[src/rtl/audio_pkg.sv]
// Shared audio-chain types: sample width, signed sample and stereo pair.
// Used by the volume, receive and I2S transmit stages.
package audio_pkg;

    localparam int unsigned SAMPLE_W = 16;

    typedef logic signed [SAMPLE_W-1:0] sample_t;

    typedef struct packed {
        sample_t left;
        sample_t right;
    } stereo_t;

endpackage

[src/rtl/i2s_clkgen.sv]
// I2S master timing: BCLK divider, frame bit index and LRCLK word select.
// Emits the BCLK fall strobe and a frame-start strobe for the serializer.
module i2s_clkgen #(
    parameter int unsigned SLOT_BITS = 16,
    parameter int unsigned BCLK_DIV  = 4
) (
    input  logic clk,
    input  logic rst_n,
    output logic i2s_bclk,
    output logic i2s_lrclk,
    output logic fall_stb,
    output logic frame_stb
);

    localparam int unsigned CntW      = (BCLK_DIV > 1) ? $clog2(BCLK_DIV) : 1;
    localparam int unsigned FrameBits = 2 * SLOT_BITS;
    localparam int unsigned IdxW      = $clog2(FrameBits);

    localparam logic [CntW-1:0] CntMax   = CntW'(BCLK_DIV - 1);
    localparam logic [IdxW-1:0] IdxMax   = IdxW'(FrameBits - 1);
    localparam logic [IdxW-1:0] SlotBits = IdxW'(SLOT_BITS);

    logic [CntW-1:0] cnt_q, cnt_d;
    logic [IdxW-1:0] idx_q, idx_d;
    logic            bclk_q, bclk_d;
    logic            lrclk_q, lrclk_d;
    logic            wrap;

    always_comb begin
        wrap      = (cnt_q == CntMax);
        cnt_d     = wrap ? '0 : cnt_q + 1'b1;
        bclk_d    = wrap ? ~bclk_q : bclk_q;
        fall_stb  = wrap && bclk_q;
        frame_stb = fall_stb && (idx_q == IdxMax);
        idx_d     = idx_q;
        lrclk_d   = lrclk_q;
        if (fall_stb) begin
            idx_d   = (idx_q == IdxMax) ? '0 : idx_q + 1'b1;
            lrclk_d = (idx_d >= SlotBits);
        end
    end

    // Index starts at the last bit so the very first fall strobe opens a frame.
    always_ff @(posedge clk or negedge rst_n) begin
        if (!rst_n) begin
            cnt_q   <= '0;
            bclk_q  <= 1'b0;
            idx_q   <= IdxMax;
            lrclk_q <= 1'b0;
        end else begin
            cnt_q   <= cnt_d;
            bclk_q  <= bclk_d;
            idx_q   <= idx_d;
            lrclk_q <= lrclk_d;
        end
    end

    assign i2s_bclk  = bclk_q;
    assign i2s_lrclk = lrclk_q;

endmodule

[src/rtl/i2s_tx_serializer.sv]
// Philips I2S transmitter: one-pair holding buffer, frame shift register and
// the one-BCLK sdata delay stage, driven by the i2s_clkgen timing strobes.
module i2s_tx_serializer #(
    parameter int unsigned SAMPLE_W  = audio_pkg::SAMPLE_W,
    parameter int unsigned SLOT_BITS = 16,
    parameter int unsigned BCLK_DIV  = 4
) (
    input  logic                clk,
    input  logic                rst_n,
    input  logic [SAMPLE_W-1:0] left_in,
    input  logic [SAMPLE_W-1:0] right_in,
    input  logic                in_valid,
    output logic                in_ready,
    output logic                i2s_bclk,
    output logic                i2s_lrclk,
    output logic                i2s_sdata,
    output logic                underrun
);

    import audio_pkg::*;

    localparam int unsigned FrameBits = 2 * SLOT_BITS;

    stereo_t                hold_q, hold_d;
    logic                   full_q, full_d;
    logic [FrameBits-1:0]   shift_q, shift_d;
    logic                   sdata_q, sdata_d;
    logic                   underrun_q, underrun_d;
    logic                   fall_stb;
    logic                   frame_stb;
    logic                   accept;

    // MSB-justify a sample inside its slot; the bits below stay zero.
    function automatic logic [SLOT_BITS-1:0] pad_slot(input logic [SAMPLE_W-1:0] s);
        logic [SLOT_BITS-1:0] slot;
        slot = '0;
        slot[SLOT_BITS-1 -: SAMPLE_W] = s;
        return slot;
    endfunction

    i2s_clkgen #(
        .SLOT_BITS (SLOT_BITS),
        .BCLK_DIV  (BCLK_DIV)
    ) u_clkgen (
        .clk       (clk),
        .rst_n     (rst_n),
        .i2s_bclk  (i2s_bclk),
        .i2s_lrclk (i2s_lrclk),
        .fall_stb  (fall_stb),
        .frame_stb (frame_stb)
    );

    // Frame load sees the pre-accept holding state: no bypass into the frame.
    always_comb begin
        accept     = in_valid && !full_q;
        hold_d     = hold_q;
        full_d     = full_q;
        shift_d    = shift_q;
        sdata_d    = sdata_q;
        underrun_d = 1'b0;
        if (frame_stb) begin
            if (full_q) begin
                shift_d = {pad_slot(hold_q.left), pad_slot(hold_q.right)};
                full_d  = 1'b0;
            end else begin
                shift_d    = '0;
                underrun_d = 1'b1;
            end
        end else if (fall_stb) begin
            shift_d = {shift_q[FrameBits-2:0], 1'b0};
        end
        if (fall_stb) begin
            sdata_d = shift_q[FrameBits-1];
        end
        if (accept) begin
            hold_d = '{left: sample_t'(left_in), right: sample_t'(right_in)};
            full_d = 1'b1;
        end
    end

    always_ff @(posedge clk or negedge rst_n) begin
        if (!rst_n) begin
            hold_q     <= '0;
            full_q     <= 1'b0;
            shift_q    <= '0;
            sdata_q    <= 1'b0;
            underrun_q <= 1'b0;
        end else begin
            hold_q     <= hold_d;
            full_q     <= full_d;
            shift_q    <= shift_d;
            sdata_q    <= sdata_d;
            underrun_q <= underrun_d;
        end
    end

    assign in_ready  = ~full_q;
    assign i2s_sdata = sdata_q;
    assign underrun  = underrun_q;

endmodule

[config.mk]
export PLATFORM = sky130hd
export DESIGN_NAME = i2s_tx_serializer
export DESIGN_NICKNAME = d
export VERILOG_FILES = /design/src/rtl/audio_pkg.sv /design/src/rtl/i2s_clkgen.sv /design/src/rtl/i2s_tx_serializer.sv
export SDC_FILE = /design/constraint.sdc
export NUM_CORES = 1
export LEC_CHECK = 0
export ABC_AREA = 0
export BUFFER_PORTS_ARGS = -buffer_cell sky130_fd_sc_hd__buf_2
export CORE_ASPECT_RATIO = 1.25
export CORE_MARGIN = 2
export CORE_UTILIZATION = 35
export CTS_BUF_LIST = sky130_fd_sc_hd__clkbuf_8
export DETAILED_ROUTE_END_ITERATION = 7
export SYNTH_ARGS = -nofsm -noshare
export SYNTH_HDL_FRONTEND = slang
export SYNTH_SLANG_ARGS = --single-unit
[constraint.sdc]
create_clock -name clk -period 2.2 [get_ports clk]
set_clock_uncertainty 0.1 [all_clocks]
set_input_delay 0.22 -clock clk [delete_from_list [all_inputs] [get_ports clk]]
set_output_delay 0.22 -clock clk [all_outputs]
set_load 0.05 [all_outputs]
# Word-level counts from Yosys, hierarchy flattened
# Cells that the tools add are included.
[totals] reg_bits=76 word_cells=32
[op_classes] add_sub_neg=2 order_cmp=1 n_eq_ne=2 mux=9 n_bitwise=2 n_reduce_logical=6
[op_table] op="32-bit two-way mux" n=3
[op_table] op="5-bit by 1-bit adder with 5-bit output (second input constant)" n=1
[op_table] op="5-bit == test (second input constant)" n=1
[op_table] op="5-bit >= comparator (second input constant)" n=1
[op_table] op="5-bit two-way mux" n=1
[op_table] op="1-bit two-way mux" n=4
[op_table] op="2-bit nonzero test" n=2
[op_table] op="1-bit logical AND" n=3
[op_table] op="2-bit by 1-bit adder with 2-bit output (second input constant)" n=1
[op_table] op="2-bit == test (second input constant)" n=1
[op_table] op="2-bit two-way mux" n=1
[op_table] op="1-bit inverter" n=2
[op_table] op="1-bit zero test" n=1

# Logic depth before layout (Yosys ltp)
[depth] word_depth=5 ltp_mapped=8

# Hierarchy
# From an unflattened synthesis, not the netlist that was laid out.
[hier_totals] hier_cells=219 area_unflattened_um2=3320.7
[modules_own_cells] mod="i2s_tx_serializer" n_inst=1 cells_per_inst=186 area_each_um2=2917.8 seq_area_each_um2=1676.6
[modules_own_cells] mod="i2s_clkgen" n_inst=1 cells_per_inst=33 area_each_um2=402.9 seq_area_each_um2=231.5

# Worst setup path before layout
# No wires, ideal clock.
[synth_path] path_kind="register to register" from="register u_clkgen.idx_q[0]" to="register full_q" setup_time_ns=0.118 arrival_ns=1.727 required_time_ns=1.982 slack_ns=0.254 stages_incl_launch_ff=7 path_buffers=1 synth_period_minus_slack_ns=1.946 path_cell_list="dfstp_2 -> ha_1 -> and3_1 -> ha_1 -> clkbuf_1 -> nand3_1 -> a21o_1"
[synth_via] elab_chain_cells=3
[synth_rtl] item="start: declaration" line_no="i2s_clkgen.sv:24" text="logic [IdxW-1:0] idx_q, idx_d;"
[synth_rtl] item="start signal: assignment" line_no="i2s_clkgen.sv:48" text="idx_q <= IdxMax;"
[synth_rtl] item="start signal: assignment" line_no="i2s_clkgen.sv:53" text="idx_q <= idx_d;"
[synth_rtl] item="5-bit == test" line_no="i2s_clkgen.sv:34" text="frame_stb = fall_stb && (idx_q == IdxMax);"
[synth_rtl] item="1-bit logical AND" line_no="i2s_clkgen.sv:34"
[synth_rtl] item="2-bit nonzero test (no line)"
[synth_rtl] item="end signal: assignment" line_no="i2s_tx_serializer.sv:90" text="full_q <= full_d;"
[synth_rtl] item="end: declaration" line_no="i2s_tx_serializer.sv:25" text="logic full_q, full_d;"
# Every way passes these cells.
# A chain may end at the register's enable or synchronous reset.

# Final worst setup path
[layout_path] from="register u_clkgen.idx_q[0]" to="register shift_q[19]"
[layout_via] elab_chain_cells=3 word_cells_on_any_way=4
[layout_rtl] item="5-bit == test (*)" line_no="i2s_clkgen.sv:34"
[layout_rtl] item="1-bit logical AND (*)" line_no="i2s_clkgen.sv:34"
[layout_rtl] item="32-bit two-way mux / 2-bit nonzero test (equally long branches)"
[layout_rtl] item="end signal: assignment" line_no="i2s_tx_serializer.sv:91" text="shift_q <= shift_d;"
[layout_rtl] item="end: declaration" line_no="i2s_tx_serializer.sv:26" text="logic [FrameBits-1:0] shift_q, shift_d;"
# Every way passes the cells marked *; elsewhere a longest branch is shown, timed or not.

==> impl_metrics.prom <==
# TYPE chip_impl_metric gauge
chip_impl_info{name="cts_tree",value="yes"} 1
chip_impl_info{name="critPathLaunchType",value="register"} 1
chip_impl_metric{name="number_of_buffers_created_by_cts",unit=""} 9
chip_impl_metric{name="synth_cell_types",unit=""} 25
chip_impl_metric{name="filler_instances",unit=""} 858
chip_impl_metric{name="setup-tns-final",unit="ns"} 0
chip_impl_metric{name="clock_path_buffers",unit=""} 2
chip_impl_metric{name="areaGrowthSynthToFinish",unit="%"} 28.48
chip_impl_metric{name="irDropWorstVdd",unit="mV"} 0.5412
chip_impl_metric{name="timing_max_transition_violations_final",unit=""} 0
chip_impl_metric{name="drt_iter0_markers",unit=""} 64
chip_impl_metric{name="synth_nets",unit=""} 328
chip_impl_metric{name="synthesis.yosys.warnings",unit=""} 0
chip_impl_metric{name="port-buffer-count",unit=""} 39
chip_impl_metric{name="timing.final.crit_period",unit="ns"} 1.970
chip_impl_metric{name="final_min_period_over_clock_period",unit="%"} 89.56
chip_impl_info{name="cp_most_frequent_cell",value="ha_1"} 1
chip_impl_metric{name="routed_wirelength",unit="um"} 5951
chip_impl_info{name="crit_type",value="register to register"} 1
chip_impl_metric{name="final-hold-violation-count",unit=""} 0
chip_impl_metric{name="finish.instance_area",unit="mm^2"} 0.004131
chip_impl_metric{name="post-dp-hpwl",unit="um"} 3981
chip_impl_metric{name="cap_viol_max_count",unit=""} 0
chip_impl_metric{name="clkTransAtPathRegs",unit="ns"} 0.08
chip_impl_metric{name="largest_net_degree_at_the_start_of_global_routing",unit=""} 43
chip_impl_metric{name="vias",unit=""} 2239
chip_impl_metric{name="antenna_violations_before_repair",unit=""} 0
chip_impl_metric{name="core_region_area",unit="mm^2"} 0.009027
chip_impl_metric{name="synth_sequential_area_ratio",unit="%"} 59.34
chip_impl_metric{name="postSynthRegisterBits",unit=""} 76
chip_impl_info{name="timing.critical_path.slowest_stage_cell",value="dfstp_2"} 1
chip_impl_metric{name="htree_num_levels",unit=""} 3
chip_impl_metric{name="fmaxAchievable",unit="MHz"} 507.5
chip_impl_metric{name="p_total",unit="mW"} 3.374
chip_impl_info{name="critical_path.top_delay_family",value="flip-flops"} 1
chip_impl_metric{name="route.detailed.drc",unit=""} 0
chip_impl_metric{name="synth_area_per_cell",unit="um^2"} 11.13
chip_impl_metric{name="clock_sink_total",unit=""} 76
chip_impl_metric{name="nNetsFinal",unit=""} 400
chip_impl_metric{name="crit_required",unit="ns"} 2.36
chip_impl_metric{name="postLayoutCoreUtil",unit="%"} 45.77
chip_impl_metric{name="drtAntennaViolNets",unit=""} 0
chip_impl_info{name="ctsRootBufferMaster",value="clkbuf_8"} 1
chip_impl_metric{name="power_per_cell_area",unit="mW/mm^2"} 816.7
chip_impl_info{name="critical_path.endpoint_type",value="register"} 1
chip_impl_metric{name="placement_rows",unit=""} 39
chip_impl_metric{name="netlist_area",unit="mm^2"} 0.003216
chip_impl_metric{name="chipWidth",unit="um"} 89.73
chip_impl_metric{name="worst_ep_arrival_time",unit="ns"} 2.13
chip_impl_metric{name="initial_core_util",unit="%"} 35.62
chip_impl_metric{name="post_synth_inst_count",unit=""} 289
chip_impl_metric{name="worst_slew_pin_slew",unit="ns"} 0.4761
chip_impl_metric{name="setup_viol_count_final",unit=""} 0
chip_impl_metric{name="grt_pass1_vias",unit=""} 2279
chip_impl_metric{name="first_pass_grt_wire_length",unit="um"} 10700
chip_impl_metric{name="p_leak",unit="nW"} 1.890
chip_impl_metric{name="grt.overflow.total",unit=""} 0
chip_impl_metric{name="hold-worst-slack",unit="ns"} 0.01232
chip_impl_metric{name="dr.pass1.iters",unit=""} 4
chip_impl_metric{name="antenna_cells",unit=""} 0
chip_impl_metric{name="die_h",unit="um"} 111.2
chip_impl_metric{name="post_cts.repair.setup_buffers",unit=""} 0
chip_impl_metric{name="dieArea",unit="mm^2"} 0.009975
chip_impl_metric{name="placement.cell_area",unit="mm^2"} 0.003586
chip_impl_metric{name="top_level_ports",unit=""} 40
chip_impl_metric{name="detail_route.wl_per_cell",unit="um"} 12.17
chip_impl_metric{name="critPathBufInv",unit=""} 1
chip_impl_metric{name="routed_via_density",unit=""} 4.579
chip_impl_info{name="critical_path.cell_chain",value="ha_1, and3_1, ha_1, and2_1, buf_6, a21oi_1, o21ai_0"} 1
chip_impl_metric{name="track_usage",unit="%"} 13.24
chip_impl_metric{name="final_layout_size_suffix_gt1_share",unit="%"} 28.96
chip_impl_metric{name="timing.max_slew.rel_slack",unit="%"} 68.26
chip_impl_metric{name="place_congestion",unit=""} 0.7355
chip_impl_info{name="holdCritPathClass",value="input pin to register"} 1
chip_impl_info{name="status",value="complete, no violations"} 1
chip_impl_info{name="rsz0062_at_grt",value="false"} 1
chip_impl_metric{name="cpPeakStageDelay",unit="ns"} 0.57
chip_impl_metric{name="max_fo_critical_path",unit=""} 21
chip_impl_metric{name="latest_clock_arrival_within_the_worst_skew_pair",unit="ns"} 0.34
cells in the mapped netlist, drive strengths merged:
cell type  number  share of area (%)
dfrtp          71                 55
nand2          40                4.7
o21ai          37                5.8
mux2           33                 12
nor2b          32                6.2
a21oi          31                4.8
clkbuf         10                1.2
buf             9                1.8
dfstp           5                4.1
ha              4                1.6
nand3           4               0.62
nor2            3               0.35
nand2b          2               0.39
a21o            1               0.23
a31oi           1               0.19
and2            1               0.19
and3            1               0.19
inv             1               0.12
or2             1               0.19
or4             1               0.23
xor2            1               0.27
metrics by stage:
| step | setup slack, ns | instances |
|---|---|---|
| after global placement | 0.2806 | 443 |
| after floorplan | 0.2544 | 289 |
| after global routing | 0.04112 | 489 |
| after detailed placement | 0.1597 | 443 |
| final | 0.2297 | 489 |
| after CTS | 0.1539 | 489 |
cell families (layout without fill, tap and decap cells):
logic type / Yosys count / count (layout) / share of synthesized area [%]
and+or+nand+nor: 85 / 85 / 13.15
DFF: 76 / 76 / 59.34
AOI/OAI and AO/OA: 70 / 70 / 11.01
muxes: 33 / 33 / 11.56
buffers and inverters: 20 / 97 / 3.113
adders and majority gates: 4 / 4 / 1.556
xor gates and xnor gates: 1 / 1 / 0.2724
cell type report:
cell class	instances	area, um^2	share of cell area [%]
tap	123	153.9	3.725
clock buffer	10	137.6	3.331
clock inverter	6	103.9	2.514
sequential	76	1908	46.18
timing repair buffer	80	609.3	14.75
inverter	1	3.754	0.09085
multi-input combinational	193	1215	29.41
state kept, by name, indices dropped and copies added, names as in the netlist:
signal	flops
shift_q	32
u_clkgen.idx_q	5
underrun	1
u_clkgen.cnt_q	2
u_clkgen.i2s_bclk	1
i2s_sdata	1
hold_q	32
full_q	1
u_clkgen.i2s_lrclk	1
layer usage:
layer / global-route usage (%) / wire [um] / vias up
met1: 16.93 / 2716 / 1079
met4: 6.154 / 136 / 0
met3: 2.515 / 146 / 12
met5: 0 / 0 / -
li1: - / - / 1117
met2: 21.77 / 2951 / 31
repair_timing:
action / 4_1_cts / 5_1_grt
hold buffers: 30 / 0
endpoints found under the setup margin: 0 / 3
endpoints found under the hold margin: 59 / 0
resized for setup: 0 / 2
placed cells by master, fill, tap and decap left out, types with 2 or more instances in the layout:
master,count
bufinv_16,3
nor2b_1,31
nand2_1,39
dfrtp_1,71
clkinv_2,2
nand2b_1,2
nand3_1,4
clkbuf_8,10
buf_2,38
dlygate4sd3_1,30
o21ai_1,6
dfstp_2,5
inv_1,2
ha_1,4
buf_12,2
buf_4,9
a21oi_1,31
nor2_1,3
mux2_2,33
o21ai_0,31
path summary, 6_finish.rpt:
path | startpoint | endpoint | slack, ns | cells after the start
max | u_clkgen.idx_q[0]$_DFFE_PN1N_ | shift_q[19]$_DFFE_PN0P_ | 0.23 | 7
min | right_in[13] | hold_q[13]$_DFFE_PN0P_ | 0.01 | 2
max reg2reg | u_clkgen.idx_q[0]$_DFFE_PN1N_ | shift_q[19]$_DFFE_PN0P_ | 0.23 | 7
min reg2reg | u_clkgen.cnt_q[0]$_DFF_PN0_ | u_clkgen.cnt_q[0]$_DFF_PN0_ | 0.33 | 1
max in group asynchronous | rst_n | u_clkgen.idx_q[4]$_DFFE_PN1N_ | 1.10 | 3
min in group asynchronous | rst_n | hold_q[8]$_DFFE_PN0P_ | 0.27 | 2
power breakdown:
| part | internal, mW | leakage (nW) | switching [mW] |
|---|---|---|---|
| registers | 1.63 | 0.964 | 0.126 |
| logic | 0.242 | 0.798 | 0.108 |
| clock network | 0.777 | 0.127 | 0.494 |
No activity file was read; power rests on OpenSTA's default activity.
